**src/rtl/ar_rr_arbiter_if.sv**
```systemverilog
// AR request bundle between NUM_MASTERS requesters and the shared AR output stage.
// The slave modport is the arbiter's view, and the master modport is the requester/buffer side.
interface ar_rr_arbiter_if #(
    parameter int NUM_MASTERS = 4,
    parameter int ID_WIDTH    = 8,
    parameter int ADDR_WIDTH  = 32,
    parameter int LEN_WIDTH   = 8,
    parameter int SIZE_WIDTH  = 3,
    parameter int BURST_WIDTH = 2,
    parameter int QOS_WIDTH   = 4
);
    localparam int MIDX_W   = (NUM_MASTERS > 2) ? $clog2(NUM_MASTERS) : 1;
    localparam int OUT_ID_W = ID_WIDTH + MIDX_W;

    logic [NUM_MASTERS-1:0]             s_valid;
    logic [NUM_MASTERS-1:0]             s_ready;
    logic [NUM_MASTERS*ID_WIDTH-1:0]    s_id;
    logic [NUM_MASTERS*ADDR_WIDTH-1:0]  s_addr;
    logic [NUM_MASTERS*LEN_WIDTH-1:0]   s_len;
    logic [NUM_MASTERS*SIZE_WIDTH-1:0]  s_size;
    logic [NUM_MASTERS*BURST_WIDTH-1:0] s_burst;
    logic [NUM_MASTERS*QOS_WIDTH-1:0]   s_qos;

    logic                   m_valid;
    logic                   m_ready;
    logic [OUT_ID_W-1:0]    m_id;
    logic [ADDR_WIDTH-1:0]  m_addr;
    logic [LEN_WIDTH-1:0]   m_len;
    logic [SIZE_WIDTH-1:0]  m_size;
    logic [BURST_WIDTH-1:0] m_burst;
    logic [QOS_WIDTH-1:0]   m_qos;
    logic [MIDX_W-1:0]      grant_idx;

    modport slave (
        input  s_valid, s_id, s_addr, s_len, s_size, s_burst, s_qos, m_ready,
        output s_ready, m_valid, m_id, m_addr, m_len, m_size, m_burst, m_qos, grant_idx
    );

    modport master (
        output s_valid, s_id, s_addr, s_len, s_size, s_burst, s_qos, m_ready,
        input  s_ready, m_valid, m_id, m_addr, m_len, m_size, m_burst, m_qos, grant_idx
    );
endinterface

```
**src/rtl/ar_rr_arbiter.sv**
```systemverilog
// Arbitrates NUM_MASTERS AR requesters (highest QoS, round-robin tie-break) into a one-entry output register.
// Latency 1 cycle; the winner is ready only when the output stage is empty or popping this cycle.
module ar_rr_arbiter #(
    parameter int NUM_MASTERS = 4,
    parameter int ID_WIDTH    = 8,
    parameter int ADDR_WIDTH  = 32,
    parameter int LEN_WIDTH   = 8,
    parameter int SIZE_WIDTH  = 3,
    parameter int BURST_WIDTH = 2,
    parameter int QOS_WIDTH   = 4,
    parameter bit QOS_EN      = 1'b1
) (
    input  logic           clk,
    input  logic           rst_n,
    ar_rr_arbiter_if.slave ar
);
    localparam int MIDX_W   = (NUM_MASTERS > 2) ? $clog2(NUM_MASTERS) : 1;
    localparam int OUT_ID_W = ID_WIDTH + MIDX_W;

    typedef enum logic {
        EMPTY = 1'b0,
        FULL  = 1'b1
    } state_t;

    state_t                 state_q, state_d;
    logic                   run_q;
    logic [MIDX_W-1:0]      rr_ptr;
    logic [MIDX_W-1:0]      rr_next;
    logic [MIDX_W-1:0]      win;
    logic                   found;
    logic                   load;
    logic                   accept;
    logic [QOS_WIDTH-1:0]   max_qos;
    logic [NUM_MASTERS-1:0] cand;
    logic [NUM_MASTERS-1:0] s_ready;
    logic                   m_valid;

    logic [OUT_ID_W-1:0]    id_q;
    logic [ADDR_WIDTH-1:0]  addr_q;
    logic [LEN_WIDTH-1:0]   len_q;
    logic [SIZE_WIDTH-1:0]  size_q;
    logic [BURST_WIDTH-1:0] burst_q;
    logic [QOS_WIDTH-1:0]   qos_q;
    logic [MIDX_W-1:0]      grant_q;

    always_comb begin
        max_qos = '0;
        for (int i = 0; i < NUM_MASTERS; i++) begin
            if (ar.s_valid[i] && (ar.s_qos[i*QOS_WIDTH +: QOS_WIDTH] > max_qos))
                max_qos = ar.s_qos[i*QOS_WIDTH +: QOS_WIDTH];
        end
    end

    always_comb begin
        cand = '0;
        for (int i = 0; i < NUM_MASTERS; i++) begin
            cand[i] = ar.s_valid[i] &&
                      (!QOS_EN || (ar.s_qos[i*QOS_WIDTH +: QOS_WIDTH] == max_qos));
        end
    end

    // Round-robin scan starting at rr_ptr; the extra index bit absorbs the wrap before reduction.
    always_comb begin
        logic [MIDX_W:0]   idx;
        logic [MIDX_W-1:0] slot;
        found = 1'b0;
        win   = '0;
        idx   = '0;
        slot  = '0;
        for (int k = 0; k < NUM_MASTERS; k++) begin
            idx = {1'b0, rr_ptr} + (MIDX_W+1)'(k);
            if (idx >= (MIDX_W+1)'(NUM_MASTERS))
                idx = idx - (MIDX_W+1)'(NUM_MASTERS);
            slot = idx[MIDX_W-1:0];
            if (!found && cand[slot]) begin
                found = 1'b1;
                win   = slot;
            end
        end
    end

    assign load    = (state_q == EMPTY) | ar.m_ready;
    assign accept  = load & run_q & found;
    assign rr_next = (win == MIDX_W'(NUM_MASTERS - 1)) ? '0 : win + 1'b1;

    always_ff @(posedge clk or negedge rst_n) begin
        if (!rst_n)
            state_q <= EMPTY;
        else
            state_q <= state_d;
    end

    always_comb begin
        state_d = state_q;
        case (state_q)
            EMPTY:   if (accept) state_d = FULL;
            FULL:    if (ar.m_ready && !accept) state_d = EMPTY;
            default: state_d = EMPTY;
        endcase
    end

    always_comb begin
        m_valid = (state_q == FULL);
        s_ready = '0;
        if (accept)
            s_ready[win] = 1'b1;
    end

    always_ff @(posedge clk or negedge rst_n) begin
        if (!rst_n) begin
            run_q   <= 1'b0;
            rr_ptr  <= '0;
            id_q    <= '0;
            addr_q  <= '0;
            len_q   <= '0;
            size_q  <= '0;
            burst_q <= '0;
            qos_q   <= '0;
            grant_q <= '0;
        end else begin
            run_q <= 1'b1;
            if (accept) begin
                rr_ptr  <= rr_next;
                id_q    <= {win, ar.s_id[win*ID_WIDTH +: ID_WIDTH]};
                addr_q  <= ar.s_addr[win*ADDR_WIDTH +: ADDR_WIDTH];
                len_q   <= ar.s_len[win*LEN_WIDTH +: LEN_WIDTH];
                size_q  <= ar.s_size[win*SIZE_WIDTH +: SIZE_WIDTH];
                burst_q <= ar.s_burst[win*BURST_WIDTH +: BURST_WIDTH];
                qos_q   <= ar.s_qos[win*QOS_WIDTH +: QOS_WIDTH];
                grant_q <= win;
            end
        end
    end

    assign ar.s_ready   = s_ready;
    assign ar.m_valid   = m_valid;
    assign ar.m_id      = id_q;
    assign ar.m_addr    = addr_q;
    assign ar.m_len     = len_q;
    assign ar.m_size    = size_q;
    assign ar.m_burst   = burst_q;
    assign ar.m_qos     = qos_q;
    assign ar.grant_idx = grant_q;
endmodule

```
**src/flat_wrapper.sv**
```systemverilog
// flat-port wrapper written by rule: the top's interface ports become plain ports
module ar_rr_arbiter_flat 
#(
    parameter int NUM_MASTERS = 4,
    parameter int ID_WIDTH    = 8,
    parameter int ADDR_WIDTH  = 32,
    parameter int LEN_WIDTH   = 8,
    parameter int SIZE_WIDTH  = 3,
    parameter int BURST_WIDTH = 2,
    parameter int QOS_WIDTH   = 4,
    parameter bit QOS_EN      = 1'b1
)
  (clk, rst_n, ar_s_valid, ar_s_id, ar_s_addr, ar_s_len, ar_s_size, ar_s_burst, ar_s_qos, ar_m_ready, ar_s_ready, ar_m_valid, ar_m_id, ar_m_addr, ar_m_len, ar_m_size, ar_m_burst, ar_m_qos, ar_grant_idx);
  ar_rr_arbiter_if #(.NUM_MASTERS(NUM_MASTERS), .ID_WIDTH(ID_WIDTH), .ADDR_WIDTH(ADDR_WIDTH), .LEN_WIDTH(LEN_WIDTH), .SIZE_WIDTH(SIZE_WIDTH), .BURST_WIDTH(BURST_WIDTH), .QOS_WIDTH(QOS_WIDTH)) ar_i ();
  input  logic clk;
  input  logic rst_n;
  input wire logic [$bits(ar_i.s_valid)-1:0] ar_s_valid;
  input wire logic [$bits(ar_i.s_id)-1:0] ar_s_id;
  input wire logic [$bits(ar_i.s_addr)-1:0] ar_s_addr;
  input wire logic [$bits(ar_i.s_len)-1:0] ar_s_len;
  input wire logic [$bits(ar_i.s_size)-1:0] ar_s_size;
  input wire logic [$bits(ar_i.s_burst)-1:0] ar_s_burst;
  input wire logic [$bits(ar_i.s_qos)-1:0] ar_s_qos;
  input wire logic [$bits(ar_i.m_ready)-1:0] ar_m_ready;
  output wire logic [$bits(ar_i.s_ready)-1:0] ar_s_ready;
  output wire logic [$bits(ar_i.m_valid)-1:0] ar_m_valid;
  output wire logic [$bits(ar_i.m_id)-1:0] ar_m_id;
  output wire logic [$bits(ar_i.m_addr)-1:0] ar_m_addr;
  output wire logic [$bits(ar_i.m_len)-1:0] ar_m_len;
  output wire logic [$bits(ar_i.m_size)-1:0] ar_m_size;
  output wire logic [$bits(ar_i.m_burst)-1:0] ar_m_burst;
  output wire logic [$bits(ar_i.m_qos)-1:0] ar_m_qos;
  output wire logic [$bits(ar_i.grant_idx)-1:0] ar_grant_idx;
  assign ar_i.s_valid = ar_s_valid;
  assign ar_i.s_id = ar_s_id;
  assign ar_i.s_addr = ar_s_addr;
  assign ar_i.s_len = ar_s_len;
  assign ar_i.s_size = ar_s_size;
  assign ar_i.s_burst = ar_s_burst;
  assign ar_i.s_qos = ar_s_qos;
  assign ar_i.m_ready = ar_m_ready;
  assign ar_s_ready = ar_i.s_ready;
  assign ar_m_valid = ar_i.m_valid;
  assign ar_m_id = ar_i.m_id;
  assign ar_m_addr = ar_i.m_addr;
  assign ar_m_len = ar_i.m_len;
  assign ar_m_size = ar_i.m_size;
  assign ar_m_burst = ar_i.m_burst;
  assign ar_m_qos = ar_i.m_qos;
  assign ar_grant_idx = ar_i.grant_idx;
  ar_rr_arbiter #(.NUM_MASTERS(NUM_MASTERS), .ID_WIDTH(ID_WIDTH), .ADDR_WIDTH(ADDR_WIDTH), .LEN_WIDTH(LEN_WIDTH), .SIZE_WIDTH(SIZE_WIDTH), .BURST_WIDTH(BURST_WIDTH), .QOS_WIDTH(QOS_WIDTH), .QOS_EN(QOS_EN)) u_core (.clk(clk), .rst_n(rst_n), .ar(ar_i));
endmodule
```
**config.mk**
```make
export PLATFORM = sky130hd
export DESIGN_NAME = ar_rr_arbiter_flat
export DESIGN_NICKNAME = d
export VERILOG_FILES = /design/src/rtl/ar_rr_arbiter_if.sv /design/src/rtl/ar_rr_arbiter.sv /design/src/flat_wrapper.sv
export SDC_FILE = /design/constraint.sdc
export NUM_CORES = 1
export LEC_CHECK = 0
export BUFFER_PORTS_ARGS = -buffer_cell sky130_fd_sc_hd__buf_4
export CAP_MARGIN = 15
export CORE_AREA = 2 2 117 119
export DETAILED_ROUTE_END_ITERATION = 7
export DIE_AREA = 0 0 119 121
export PLACE_DENSITY = 0.82
export SLEW_MARGIN = 20
export SYNTH_ARGS = -nofsm -noshare
export SYNTH_HDL_FRONTEND = slang
export SYNTH_SLANG_ARGS = --single-unit
```
**constraint.sdc**
```tcl
create_clock -name clk -period 9.1 [get_ports clk]
set_input_delay 1.82 -clock clk [delete_from_list [all_inputs] [get_ports clk]]
set_output_delay 1.82 -clock clk [all_outputs]
set_load 0.02 [all_outputs]
```
# Yosys cells after proc, flatten, opt, wreduce, memory -nomap -nowiden
# Index checks and enable logic that the tools add are counted.
dict set report totals {
  ff_bits 65
  in_bits 235
  output_inout_bits 66
  wordCells 96
}
dict set report classes {
  addsub 8
  eq_ne 5
  n_reduce_logical 17
  n_bitwise 4
  n_lt_le_gt_ge 14
  n_shift 6
  mul 1
  muxes 31
}
# cell count
set op_table {}
lappend op_table {{$shiftx A128 B8 Y32} 1}
lappend op_table {{$shiftx A32 B6 Y8} 2}
lappend op_table {{$mux W4} 5}
lappend op_table {{$mux W2} 9}
lappend op_table {{$eq A4 B4 Y1} 4}
lappend op_table {{$shiftx A16 B5 Y4} 1}
lappend op_table {{$lt A2 B3 Y1 const B} 5}
lappend op_table {{$logic_and A1 B1 Y1} 13}
lappend op_table {{$gt A4 B4 Y1} 3}
lappend op_table {{$shiftx A12 B5 Y3} 1}
lappend op_table {{$mux W1} 11}
lappend op_table {{$ge A3 B3 Y1 const B} 3}
lappend op_table {{$bmux W1 S2} 4}
lappend op_table {{$shiftx A8 B4 Y2} 1}
lappend op_table {{$sub A2 B1 Y2 const B} 4}
lappend op_table {{$add A2 B2 Y3 const B} 2}
lappend op_table {{$gt A4 B1 Y1 const B} 1}
lappend op_table {{$logic_not A1 Y1} 4}
lappend op_table {{$mul A2 B2 Y4 const B} 1}
lappend op_table {{$add A2 B1 Y3 const B} 1}
lappend op_table {{$ge A2 B3 Y1 const B} 1}
lappend op_table {{$add A2 B1 Y2 const B} 1}
lappend op_table {{$and A1 B1 Y1} 2}
lappend op_table {{$demux W1 S2} 1}
lappend op_table {{5 further kinds} 5}

# Depth between registers and ports, before layout
dict set report logic_depth {
  depth_word 31
  ltp_mapped 31
  depth_no_buf 26
}

# Least setup slack after synthesis
# Ideal clock, no wire load.
dict set report synth_path {
  path_type {input port to output port}
  start {input ar_s_valid[0]}
  end {output ar_s_ready[1]}
  setup_slack_ns 0.149
  arrival_ns 7.131
  n_path_buf 4
  required_ns 7.280
  path_stages 29
  path_cell_list {and2_1 -> ha_1 -> nand4_1 -> nand2_2 -> a32o_1 -> or2_1 -> inv_1 -> ha_1 -> a21oi_1 -> a21oi_2 -> o32ai_2 -> ha_1 -> nor2b_1 -> o211ai_1 -> a21oi_1 -> buf_2 -> or4_1 -> a32oi_1 -> a211oi_2 -> a311oi_1 -> or2_1 -> o211ai_1 -> buf_4 -> buf_6 -> buf_6 -> inv_1 -> ha_1 -> inv_1 -> nor2_1}
}
dict set report synth_via {
  elab_chain_len 30
  word_cells_on_any_way 48
}
# element line_no
set synth_rtl {}
lappend synth_rtl {{start, declared} flat_wrapper.sv:17} ;# input wire logic [$bits(ar_i.s_valid)-1:0] ar_s_valid;
lappend synth_rtl {{$logic_and A1 B1 Y1} ar_rr_arbiter.sv:49} ;# if (ar.s_valid[i] && (ar.s_qos[i*QOS_WIDTH +: QOS_WIDTH] > max_qos))
lappend synth_rtl {{$mux W4} ar_rr_arbiter.sv:49}
lappend synth_rtl {{$gt A4 B4 Y1} ar_rr_arbiter.sv:49}
lappend synth_rtl {{$logic_and A1 B1 Y1} ar_rr_arbiter.sv:49}
lappend synth_rtl {{$mux W4} ar_rr_arbiter.sv:49}
lappend synth_rtl {{$gt A4 B4 Y1} ar_rr_arbiter.sv:49}
lappend synth_rtl {{$logic_and A1 B1 Y1} ar_rr_arbiter.sv:49}
lappend synth_rtl {{$mux W4} ar_rr_arbiter.sv:49}
lappend synth_rtl {{(+15 left out)} --}
lappend synth_rtl {{$logic_and A1 B1 Y1} ar_rr_arbiter.sv:75} ;# if (!found && cand[slot]) begin
lappend synth_rtl {{$mux W2 *} ar_rr_arbiter.sv:75}
lappend synth_rtl {{via u_core.win[0]} ar_rr_arbiter.sv:29} ;# logic [MIDX_W-1:0] win;
lappend synth_rtl {{$lt A2 B3 Y1 (implied by the code) or $ge A2 B1 Y1 (tied branches)} ar_rr_arbiter.sv:106} ;# s_ready[win] = 1'b1;
lappend synth_rtl {{$logic_and A1 B1 Y1 (implied by the code)} ar_rr_arbiter.sv:106}
lappend synth_rtl {{$mux W1 (implied by the code)} ar_rr_arbiter.sv:106}
lappend synth_rtl {{$demux W1 S2 *} --}
lappend synth_rtl {{$mux W4 *} ar_rr_arbiter.sv:105} ;# if (accept)
lappend synth_rtl {{end, declared} flat_wrapper.sv:25} ;# output wire logic [$bits(ar_i.s_ready)-1:0] ar_s_ready;
# The timed path passes the listed nets; every way through them passes the cells marked *. The select of a mux whose other input is x is not followed.

# Worst setup path after layout
dict set report layout_path {
  start {input ar_s_valid[0]}
  end {output ar_s_ready[3]}
}
# The elaborated chain is that of the path after synthesis.

==> out/results.txt <==
Synth top area share: 32.7%
Flops & latches, synth: 63
Final #Nets: 1038
CORE AREA: 0.0131 sq mm
Initial core utilization: 36.9%
Fin util: 58.7%
Final WL: 16.7 mm
Total gr overflow: 0
Share of layout cells above drive strength 1: 47.3%
Post-synth EDFFs: 0
Synth area leader: dfrtp_1
Clock latency on the worst-skew pair: 320 ps
Largest net degree at the start of global routing: 64
Slowest stage cell, crit path: or4_1
First-pass GRT wire length: 25.5 mm
Ys async rst share: 100%
Multi-input logic area: 0.00304 sq mm
H-tree Lvls: 3
RD Place Congestion: 0.891
Max Slew Vio Count: 0
Startpoint types: input pin
Fin crit share: 98.8%
Dpl cells: 942
Distinct cells, synth: 53
Final non-filler cell total: 968
Mapped Area: 0.00483 sq mm
Antenna Nets Post-Route: 0
Die Y: 121 microns
Initial antenna violation count: 0
Pwr Total: 1.76 mW
Clock transition at path regs: 50 ps
Syn_nets: 734
Static leakage power: 4.34 nW
Maximum vdd drop: 0.125 mV
Ys flop type: dfrtp_1
Vias/cell: 5.22
Die X: 119 microns
Status: finished clean
Root Buffer: clkbuf_16
Vias: 5055
Wirelength per Cell: 17.3 microns
Vias in the first global route: 4951
Site Rows: 42
Final Hold Vio Count: 0
I/O pin cnt: 301
Setup-failing EPs final: 0
Clock sinks: 63
Filler cells: 1168
Cell count after synthesis: 483
CTS tree: done
Crit path kind: input pin to primary output
Crit end category: primary output
Crit path time final: 8990 ps
Area contributors post-synth: dfrtp_1 33%, mux2i_1 24%, o221ai_1 11%, nand2_1 5.8%, ha_1 4.1%
PortBufs: 300
Initial drt markers: 316
Drt pass-1 iters: 4
Max stage delay on crit path: 550 ps
Cell mode on critical path: buf_4
# DRC: 0
CP Max Fanout: 8
F_max: 0.111 GHz
Crit path DAT: 7170 ps
DP HPWL: 12.9 mm
FF/Latch Area: 0.00158 sq mm
Area Overhead vs Synth: 59.0%
Final hold slack: 483 ps
Total CTS buffers: 9
Slew HR: 45.4%
Worst Path Required: 7280 ps
Worst Skew: 6.54 ps
Max Cap Viol: 0
Total GRT Usage: 22.3%
Clock Tree Buf Depth: 2
Yosys warning total: 0
Seq/Total Area, Yosys: 32.7%
Mean Syn Cell Area: 10.0 sq um
Worst hold path type: flip-flop to flip-flop
Die area: 0.0144 sq mm
N_diodes: 0
Worst-margin pin slew: 818 ps
PwrDens: 229 mW/mm^2
-- placed cells by master, fill, tap and decap left out, types with 9 or more instances in the layout --
master / n
dfrtp_1: 63
mux2i_1: 115
ha_1: 14
nand2_1: 73
clkbuf_16: 9
inv_1: 15
o221ai_1: 58
buf_4: 329
nor2_1: 11
-- sequential cells by signal (all words and copies together) (netlist names) --
name and cells:
u_core.ar.grant_idx 2, u_core.ar.m_addr 32, u_core.ar.m_burst 2, u_core.ar.m_id 8, u_core.ar.m_len 8, u_core.ar.m_qos 4, u_core.ar.m_size 3, u_core.ar.m_valid 1
u_core.rr_ptr 2, u_core.run_q 1
-- layer usage --
layer | wire length, microns | GRT usage [%]
met1 | 6880 | 27.7
met2 | 8380 | 38.5
met3 | 1140 | 5.36
met4 | 319 | 6.77
met5 | 0 | 0
-- cells by family (layout without fill, tap and decap cells) --
group	Yosys count	in the layout	share of synthesized area, %
AOI/OAI and AO/OA	107	107	19.7
xor gates and xnor gates	10	10	1.81
adders and majority gates	16	16	4.15
buffers and inverters	53	362	6.14
DFF	63	63	32.7
muxes	118	118	24.6
other	1	1	0.0777
and+or+nand+nor	115	115	10.9
-- path summary, 6_finish.rpt --
check                                       endpoint            startpoint  depth (start not counted)  slack, ps
worst max-delay path                   ar_s_ready[3]         ar_s_valid[0]                         29        110
worst min-delay path            u_core.ar.m_addr[17]  u_core.ar.m_addr[17]                          2        480
worst max register to register  u_core.ar.m_addr[30]      u_core.rr_ptr[1]                          8       6650
worst min register to register  u_core.ar.m_addr[17]  u_core.ar.m_addr[17]                          2        480
max in group asynchronous               u_core.run_q                 rst_n                          1       6970
min in group asynchronous       u_core.ar.m_addr[18]                 rst_n                          1       1590
-- worst max-delay path: cells and delay by family --
| kind | cells | cell delay, ps |
|---|---|---|
| adders and majority gates | 4 | 930 |
| buffers and inverters | 7 | 840 |
| AOI/OAI and AO/OA | 10 | 1920 |
| and+or+nand+nor | 8 | 1650 |
-- layout make-up --
| class | count | area share [%] |
|---|---|---|
| sequential | 63 | 20.5 |
| clock buffer | 13 | 3.39 |
| multi-input combinational | 367 | 39.6 |
| tap | 176 | 2.87 |
| timing repair buffer | 331 | 32.7 |
| inverter | 15 | 0.733 |
| clock inverter | 3 | 0.228 |
-- metrics by stage --
| stage | worst slack [ps] | area, sq um | setup TNS (ps) |
|---|---|---|---|
| floorplan | 149 | 4830 | 0 |
| finish | 111 | 7680 | 0 |
| global route | -159 | 7680 | -412 |
| detailed placement | 5.83 | 7260 | 0 |
| CTS | 57.8 | 7540 | 0 |
| global placement | 84.1 | 7260 | 0 |
-- synthesized netlist by cell type (all sizes together), types with 3 or more instances --
cell type / n
buf: 27
and2: 3
clkbuf: 11
nor2: 11
xnor2: 4
nand4: 3
a21oi: 11
inv: 15
a21o: 4
a32o: 3
o32ai: 3
o21a: 6
o211ai: 6
nand2: 75
xor2: 6
mux2i: 116
or2: 4
nand2b: 5
nand3: 7
dfrtp: 63
ha: 16
o221ai: 59
nor2b: 3
-- timing repair --
action / 4_1_cts / 5_1_grt
pin swaps: 0 / 12
resized for setup: 1 / 11
buffers inserted: 0 / 10
hold buffers: 0 / 0
endpoints found under the setup margin: 3 / 4
-- power by group --
group          total [mW]  switching [mW]  leakage [nW]  internal [mW]
registers           0.477          0.0728         0.790          0.404
logic               0.965           0.511          3.41          0.454
clock network       0.317           0.119         0.136          0.198
(Power assumes the default switching activity.)
